`src/rtl/mem_arbiter_if.sv`:
```
// Bundles the fetch, data and RAM handshake signals around mem_arbiter.
// The slave modport is the arbiter's view; master is the environment's view.
interface mem_arbiter_if #(
    parameter int ADDR_W = 32
);
    logic              iREN;
    logic [ADDR_W-1:0] iaddr;
    logic              ihit;
    logic [ADDR_W-1:0] iload;
    logic              dREN;
    logic              dWEN;
    logic              datomic;
    logic [ADDR_W-1:0] daddr;
    logic [ADDR_W-1:0] dstore;
    logic              dhit;
    logic [ADDR_W-1:0] dload;
    logic              ramREN;
    logic              ramWEN;
    logic [ADDR_W-1:0] ramaddr;
    logic [ADDR_W-1:0] ramstore;
    logic [ADDR_W-1:0] ramload;
    logic              ram_ready;

    modport slave (
        input  iREN, iaddr, dREN, dWEN, datomic, daddr, dstore, ramload, ram_ready,
        output ihit, iload, dhit, dload, ramREN, ramWEN, ramaddr, ramstore
    );

    modport master (
        output iREN, iaddr, dREN, dWEN, datomic, daddr, dstore, ramload, ram_ready,
        input  ihit, iload, dhit, dload, ramREN, ramWEN, ramaddr, ramstore
    );
endinterface

```
`src/rtl/mem_arbiter.sv`:
```
// Single-port RAM arbiter: data-priority with fetch starvation guard and LL/SC link register.
// Optional performance counters are built when MEM_ARBITER_PERF_EN is defined.
module mem_arbiter #(
    parameter int STARVE_LIMIT = 4,
    parameter int ADDR_W       = 32
) (
    input  logic          CLK,
    input  logic          RST,
    mem_arbiter_if.slave  bus
`ifdef MEM_ARBITER_PERF_EN
    ,
    output logic [31:0]   perf_igrants,
    output logic [31:0]   perf_dgrants,
    output logic [31:0]   perf_wait
`endif
);
    localparam int CNT_W = $clog2(STARVE_LIMIT + 1);
    localparam logic [CNT_W-1:0] LIMIT_C = CNT_W'(STARVE_LIMIT);

    typedef enum logic [1:0] {
        IDLE   = 2'd0,
        IGRANT = 2'd1,
        DGRANT = 2'd2,
        SCFAIL = 2'd3
    } state_t;

    state_t            state_q, state_d;
    logic [CNT_W-1:0]  starve_cnt_q, starve_cnt_d;
    logic              link_valid_q, link_valid_d;
    logic [ADDR_W-1:0] link_addr_q, link_addr_d;

    logic              data_req_s;
    logic              link_hit_s;
    logic [CNT_W-1:0]  starve_next_s;
    logic              ihit_s, dhit_s, ram_ren_s, ram_wen_s;
    logic [ADDR_W-1:0] iload_s, dload_s, ram_addr_s, ram_store_s;

    // Request decode and the starvation count a completed data grant would leave behind.
    always_comb begin
        data_req_s = bus.dREN | bus.dWEN;
        link_hit_s = link_valid_q && (link_addr_q == bus.daddr);
        if (!bus.iREN) begin
            starve_next_s = '0;
        end else if (starve_cnt_q == LIMIT_C) begin
            starve_next_s = starve_cnt_q;
        end else begin
            starve_next_s = starve_cnt_q + CNT_W'(1);
        end
    end

    // Next-state, link register and bus output decode.
    always_comb begin
        state_d      = state_q;
        starve_cnt_d = starve_cnt_q;
        link_valid_d = link_valid_q;
        link_addr_d  = link_addr_q;
        ihit_s       = 1'b0;
        iload_s      = '0;
        dhit_s       = 1'b0;
        dload_s      = '0;
        ram_ren_s    = 1'b0;
        ram_wen_s    = 1'b0;
        ram_addr_s   = '0;
        ram_store_s  = '0;
        case (state_q)
            IDLE: begin
                if (data_req_s && ((starve_cnt_q < LIMIT_C) || !bus.iREN)) begin
                    // A store-conditional that has already lost its link never touches RAM.
                    if (bus.dWEN && bus.datomic && !link_hit_s) begin
                        state_d = SCFAIL;
                    end else begin
                        state_d = DGRANT;
                    end
                end else if (bus.iREN) begin
                    state_d = IGRANT;
                end else begin
                    state_d = IDLE;
                end
            end
            IGRANT: begin
                ram_ren_s  = 1'b1;
                ram_addr_s = bus.iaddr;
                if (bus.ram_ready) begin
                    ihit_s       = 1'b1;
                    iload_s      = bus.ramload;
                    starve_cnt_d = '0;
                    state_d      = IDLE;
                end else begin
                    state_d = IGRANT;
                end
            end
            DGRANT: begin
                ram_addr_s = bus.daddr;
                if (bus.dWEN) begin
                    ram_wen_s   = 1'b1;
                    ram_store_s = bus.dstore;
                end else begin
                    ram_ren_s = 1'b1;
                end
                if (bus.ram_ready) begin
                    dhit_s       = 1'b1;
                    starve_cnt_d = starve_next_s;
                    state_d      = IDLE;
                    if (bus.dWEN) begin
                        if (bus.datomic) begin
                            dload_s      = {{(ADDR_W-1){1'b0}}, 1'b1};
                            link_valid_d = 1'b0;
                        end else if (link_addr_q == bus.daddr) begin
                            link_valid_d = 1'b0;
                        end else begin
                            link_valid_d = link_valid_q;
                        end
                    end else begin
                        dload_s = bus.ramload;
                        if (bus.datomic) begin
                            link_valid_d = 1'b1;
                            link_addr_d  = bus.daddr;
                        end else begin
                            link_valid_d = link_valid_q;
                        end
                    end
                end else begin
                    state_d = DGRANT;
                end
            end
            SCFAIL: begin
                dhit_s       = 1'b1;
                starve_cnt_d = starve_next_s;
                state_d      = IDLE;
            end
            default: begin
                state_d = IDLE;
            end
        endcase
        // An access caught by reset is abandoned: no completion is reported.
        if (RST) begin
            ihit_s  = 1'b0;
            iload_s = '0;
            dhit_s  = 1'b0;
            dload_s = '0;
        end else begin
            ihit_s = ihit_s;
        end
    end

    // Arbiter state, starvation counter and link register.
    always_ff @(posedge CLK) begin
        if (RST) begin
            state_q      <= IDLE;
            starve_cnt_q <= '0;
            link_valid_q <= 1'b0;
            link_addr_q  <= '0;
        end else begin
            state_q      <= state_d;
            starve_cnt_q <= starve_cnt_d;
            link_valid_q <= link_valid_d;
            link_addr_q  <= link_addr_d;
        end
    end

    assign bus.ihit     = ihit_s;
    assign bus.iload    = iload_s;
    assign bus.dhit     = dhit_s;
    assign bus.dload    = dload_s;
    assign bus.ramREN   = ram_ren_s;
    assign bus.ramWEN   = ram_wen_s;
    assign bus.ramaddr  = ram_addr_s;
    assign bus.ramstore = ram_store_s;

`ifdef MEM_ARBITER_PERF_EN
    logic [31:0] perf_igrants_q, perf_igrants_d;
    logic [31:0] perf_dgrants_q, perf_dgrants_d;
    logic [31:0] perf_wait_q, perf_wait_d;

    // Grant and wait-state event counters, wrapping modulo 2^32.
    always_comb begin
        perf_igrants_d = perf_igrants_q + (ihit_s ? 32'd1 : 32'd0);
        perf_dgrants_d = perf_dgrants_q + (dhit_s ? 32'd1 : 32'd0);
        if (((state_q == IGRANT) || (state_q == DGRANT)) && !bus.ram_ready) begin
            perf_wait_d = perf_wait_q + 32'd1;
        end else begin
            perf_wait_d = perf_wait_q;
        end
    end

    // Performance counter registers.
    always_ff @(posedge CLK) begin
        if (RST) begin
            perf_igrants_q <= 32'd0;
            perf_dgrants_q <= 32'd0;
            perf_wait_q    <= 32'd0;
        end else begin
            perf_igrants_q <= perf_igrants_d;
            perf_dgrants_q <= perf_dgrants_d;
            perf_wait_q    <= perf_wait_d;
        end
    end

    assign perf_igrants = perf_igrants_q;
    assign perf_dgrants = perf_dgrants_q;
    assign perf_wait    = perf_wait_q;
`endif
endmodule
```
`src/flat_wrapper.sv`:
```
// flat-port wrapper written by rule: the top's interface ports become plain ports
module mem_arbiter_flat 
#(
    parameter int STARVE_LIMIT = 4,
    parameter int ADDR_W       = 32
)
  (CLK, RST, bus_iREN, bus_iaddr, bus_dREN, bus_dWEN, bus_datomic, bus_daddr, bus_dstore, bus_ramload, bus_ram_ready, bus_ihit, bus_iload, bus_dhit, bus_dload, bus_ramREN, bus_ramWEN, bus_ramaddr, bus_ramstore);
  mem_arbiter_if #(.ADDR_W(ADDR_W)) bus_i ();
  input  logic CLK;
  input  logic RST;
  input wire logic [$bits(bus_i.iREN)-1:0] bus_iREN;
  input wire logic [$bits(bus_i.iaddr)-1:0] bus_iaddr;
  input wire logic [$bits(bus_i.dREN)-1:0] bus_dREN;
  input wire logic [$bits(bus_i.dWEN)-1:0] bus_dWEN;
  input wire logic [$bits(bus_i.datomic)-1:0] bus_datomic;
  input wire logic [$bits(bus_i.daddr)-1:0] bus_daddr;
  input wire logic [$bits(bus_i.dstore)-1:0] bus_dstore;
  input wire logic [$bits(bus_i.ramload)-1:0] bus_ramload;
  input wire logic [$bits(bus_i.ram_ready)-1:0] bus_ram_ready;
  output wire logic [$bits(bus_i.ihit)-1:0] bus_ihit;
  output wire logic [$bits(bus_i.iload)-1:0] bus_iload;
  output wire logic [$bits(bus_i.dhit)-1:0] bus_dhit;
  output wire logic [$bits(bus_i.dload)-1:0] bus_dload;
  output wire logic [$bits(bus_i.ramREN)-1:0] bus_ramREN;
  output wire logic [$bits(bus_i.ramWEN)-1:0] bus_ramWEN;
  output wire logic [$bits(bus_i.ramaddr)-1:0] bus_ramaddr;
  output wire logic [$bits(bus_i.ramstore)-1:0] bus_ramstore;
  assign bus_i.iREN = bus_iREN;
  assign bus_i.iaddr = bus_iaddr;
  assign bus_i.dREN = bus_dREN;
  assign bus_i.dWEN = bus_dWEN;
  assign bus_i.datomic = bus_datomic;
  assign bus_i.daddr = bus_daddr;
  assign bus_i.dstore = bus_dstore;
  assign bus_i.ramload = bus_ramload;
  assign bus_i.ram_ready = bus_ram_ready;
  assign bus_ihit = bus_i.ihit;
  assign bus_iload = bus_i.iload;
  assign bus_dhit = bus_i.dhit;
  assign bus_dload = bus_i.dload;
  assign bus_ramREN = bus_i.ramREN;
  assign bus_ramWEN = bus_i.ramWEN;
  assign bus_ramaddr = bus_i.ramaddr;
  assign bus_ramstore = bus_i.ramstore;
  mem_arbiter #(.STARVE_LIMIT(STARVE_LIMIT), .ADDR_W(ADDR_W)) u_core (.CLK(CLK), .RST(RST), .bus(bus_i));
endmodule
```
`config.mk`:
```
export PLATFORM = sky130hd
export DESIGN_NAME = mem_arbiter_flat
export DESIGN_NICKNAME = d
export VERILOG_FILES = /design/src/rtl/mem_arbiter_if.sv /design/src/rtl/mem_arbiter.sv /design/src/flat_wrapper.sv
export SDC_FILE = /design/constraint.sdc
export NUM_CORES = 1
export LEC_CHECK = 0
export ABC_AREA = 1
export CELL_PAD_IN_SITES_DETAIL_PLACEMENT = 0
export CELL_PAD_IN_SITES_GLOBAL_PLACEMENT = 1
export CORE_AREA = 2 2 102 104
export CTS_CLUSTER_SIZE = 25
export DETAILED_ROUTE_END_ITERATION = 12
export DIE_AREA = 0 0 104 106
export DONT_BUFFER_PORTS = 1
export GPL_TIMING_DRIVEN = 0
export PLACE_DENSITY = 0.76
export RECOVER_POWER = 100
export REMOVE_ABC_BUFFERS = 1
export SYNTH_ARGS = -nofsm -noshare
export SYNTH_HDL_FRONTEND = slang
export SYNTH_SLANG_ARGS = --single-unit
```
`constraint.sdc`:
```
create_clock -name CLK -period 1.8 [get_ports CLK]
set_input_delay 0.18 -clock CLK [delete_from_list [all_inputs] [get_ports CLK]]
set_output_delay 0.18 -clock CLK [all_outputs]
set_load 0.02 [all_outputs]
```
==> results.cfg <==
[timing]
max_freq_mhz = 523
worst_hold_slack_ps = 24.4
final_hold_viol_count = 0
worst_pin_slew_ps = 901
fin_crit_ps = 1910
setup_slack_ps = -113
finalSetupViolations = 104
fin_crit_sh = 1.06
finalMaxSlewViolations = 0
rsz0062_at_grt = yes
skew_ps = 4.76
slew_headroom = 0.399

[grt]
grt_max_degree = 34
grt_pass1_vias = 3541
gr-total-overflow = 0
antenna_found_initial = 1
grt_usage = 0.219
grt_pass1_wl_um = 19200

[power]
switching_power_mw = 1.18
internal_power_mw = 1.83
ir_drop_v = 0.000369
switching_share = 0.392
power_density_mw_per_mm2 = 614
seq_power_share = 0.299
power_frac_comb = 0.407
p_leak_nw = 1.93
p_clk_frac = 0.295

[floorplanning]
rows = 37
core_area_mm2 = 0.0100
dieArea_mm2 = 0.0110
die_h_um = 106
io_pins = 267
initial_core_util = 0.318
fp.dieW_um = 104

[clock_network]
cts.reportedPaths.clkPinSlew_ps = 80
clock_sinks = 38
cts.root.buffer_cell = clkbuf_8
cts_tree = built
h-tree-depth = 2
clk_latency_ps = 290
cts_buffers = 5
clock_path_buffers = 2

[run]
max_cap_viol_count = 0

[synth]
synthArstFlopShare = 0
synth_area_leaders = dfxtp_1, nor2_1, nand2_1
synth_cell_type_count = 28
synth_area_leader_cell = dfxtp_1
synthTopCellsByCount = nor2_1, nand2_1, inv_1, a21oi_1, dfxtp_1
ys_seq_area_frac = 0.239
synth_ff_type = dfxtp_1
synthMostInstantiatedCell = nor2_1
synth_top_area_frac = 0.239
ys_ff_latch = 38
synth_edf_count = 0
synthCells = 570
synth_warnings = 0
syn-cell-area_mm2 = 0.00318
avgSynthCellArea_um2 = 5.58

[hold_path]
hp-start = bus_daddr[19]
hold_end = u_core.link_addr_q[19]
hp-class = primary input to flop
holdPathStages = 2

[critical_path]
worst-path-buf-inv = 5
critPathMaxFanout = 9
ff2ff_path_depth = 8
critical_path_class = flop to output pin
r2r_start = u_core.state_q[0]
crit_chain = inv_4 > ha_4 > inv_2 > nor2_4 > buf_6 > clkinvlp_4 > buf_12 > nor3_4
slowest_delay_ps = 360
timing.rr.end = u_core.starve_cnt_q[0]
slowest_stage = dfxtp_4
worstPathRequired_ps = 1620
arrival_ps = 1730
critical-path-top-delay-family = buffers and inverters
endpoint_kind = output pin
start_kind = flop
r2r_setup_slack_ps = -80

[route]
avgViaCountPerCell = 5.00
drt-total-wl_um = 12700
vias = 3573
ant_nets = 0
drc = 0
firstDrtPassIters = 4
wl_per_cell_um = 17.8
drt-initial-drc-count = 127

[layout]
drive_gt1_frac = 0.336
regArea_um2 = 766
fill_cells = 977
area_delta_synth_final_pct = 53.7
multi_input_area_mm2 = 0.00302
final_nets = 718
final_cells = 715

[place]
io_buffers = 0
dp.cells = 674
place_congestion = 0.841
dpl.hpwl_um = 8230

[status]
violations = negative setup slack
run_status = complete, but fails checks
## per-layer routing
metal | up-vias | global-route usage | part of all wire
li1 | 1744 | - | -
met1 | 1658 | 0.241 | 0.38
met2 | 159 | 0.413 | 0.53
met3 | 12 | 0.0613 | 0.081
met4 | 0 | 0.0541 | 0.0090
met5 | - | 0 | 0
## stage by stage
| step | instance area (um^2) | setup TNS, ps | setup slack [ps] | util | power (mW) |
|---|---|---|---|---|---|
| 3_3_place_gp | 3190 | -229310 | -2950 | 0.319 | 1.54 |
| 2_1_floorplan | 3020 | -101690 | -1330 | - | 1.43 |
| 3_5_place_dp | 3220 | -133130 | -1130 | 0.322 | 1.56 |
| 5_1_grt | 4890 | -17440 | -196 | 0.489 | 3.14 |
| 6_report | 4890 | -6750 | -113 | 0.489 | 3.00 |
| 4_1_cts | 4790 | -9970 | -144 | 0.479 | 2.97 |
## flip-flops by register name (all words and copies together), names as in the netlist
| signal | flops |
|---|---|
| u_core.link_valid_q | 1 |
| u_core.link_addr_q | 32 |
| u_core.starve_cnt_q | 3 |
| u_core.state_q | 2 |
## timing repair
item	CTS	global route
resized for setup	249	27
endpoints found under the setup margin	169	136
hold buffers	1	0
pin swaps	13	13
buffers inserted	25	3
gates cloned	3	0
hold endpoints to repair	5	0
## cell usage in the layout, fill, tap and decap left out, types with 2 or more instances in the layout
| cell | n |
|---|---|
| ha_4 | 2 |
| xnor2_1 | 26 |
| nor2_2 | 31 |
| buf_8 | 2 |
| clkinvlp_4 | 4 |
| nor2_1 | 68 |
| o21ai_1 | 12 |
| nor2_4 | 37 |
| inv_4 | 2 |
| nor3_4 | 31 |
| buf_4 | 15 |
| a21oi_1 | 10 |
| buf_12 | 6 |
| nand3_1 | 3 |
| buf_16 | 2 |
| dfxtp_1 | 36 |
| o21ai_0 | 22 |
| inv_1 | 88 |
| bufinv_16 | 2 |
| nand2_1 | 110 |
| ha_1 | 3 |
| a21oi_2 | 2 |
| buf_6 | 5 |
| a21oi_4 | 33 |
| clkbuf_8 | 5 |
| inv_2 | 3 |
## logic make-up (layout without fill, tap and decap cells)
logic type	after synthesis	after routing	synth area share
AOI/OAI and AO/OA	83	83	0.137
other	0	1	0
and+or+nand+nor	287	287	0.363
adders and majority gates	6	6	0.0236
buffers and inverters	130	138	0.166
xor gates and xnor gates	26	26	0.0717
DFF	38	38	0.239
## worst max-delay path by stage
stage	from	endpoint	slack [ps]	depth (start not counted)
detailed placement	u_core.state_q[1]	bus_iload[19]	-1130	6
CTS	u_core.state_q[0]	bus_dload[9]	-140	7
global placement	u_core.state_q[0]	u_core.link_addr_q[31]	-2950	7
finish	u_core.state_q[0]	bus_dload[23]	-110	8
global route	u_core.state_q[0]	bus_dload[29]	-200	7
floorplan	u_core.state_q[0]	u_core.link_addr_q[10]	-1330	7
## power groups by stage
stage / logic, mW / clock network, mW / registers [mW]
after floorplan: 0.520 / 0 / 0.908
after global placement: 0.630 / 0 / 0.910
after detailed placement: 0.645 / 0 / 0.912
after CTS: 1.17 / 0.904 / 0.894
after global routing: 1.30 / 0.937 / 0.900
final: 1.22 / 0.885 / 0.896
## cell type report
type / count / share of cell area
timing repair inverter: 2 / 0.00307
antenna: 1 / 0.000512
multi-input combinational: 402 / 0.617
inverter: 97 / 0.0807
timing repair buffer: 31 / 0.0786
sequential: 38 / 0.157
clock inverter: 3 / 0.0141
tap: 136 / 0.0348
clock buffer: 5 / 0.0141
## worst register-to-register path: cells and delay by family (launching register included)
kind / cells / cell delay, ps
AND/OR/NAND/NOR: 2 / 540
AO/OA/AOI/OAI: 2 / 430
flip-flops: 1 / 360
buffers and inverters: 3 / 320
adder cells (fa/ha/maj): 1 / 170
(Power assumes the default switching activity.)
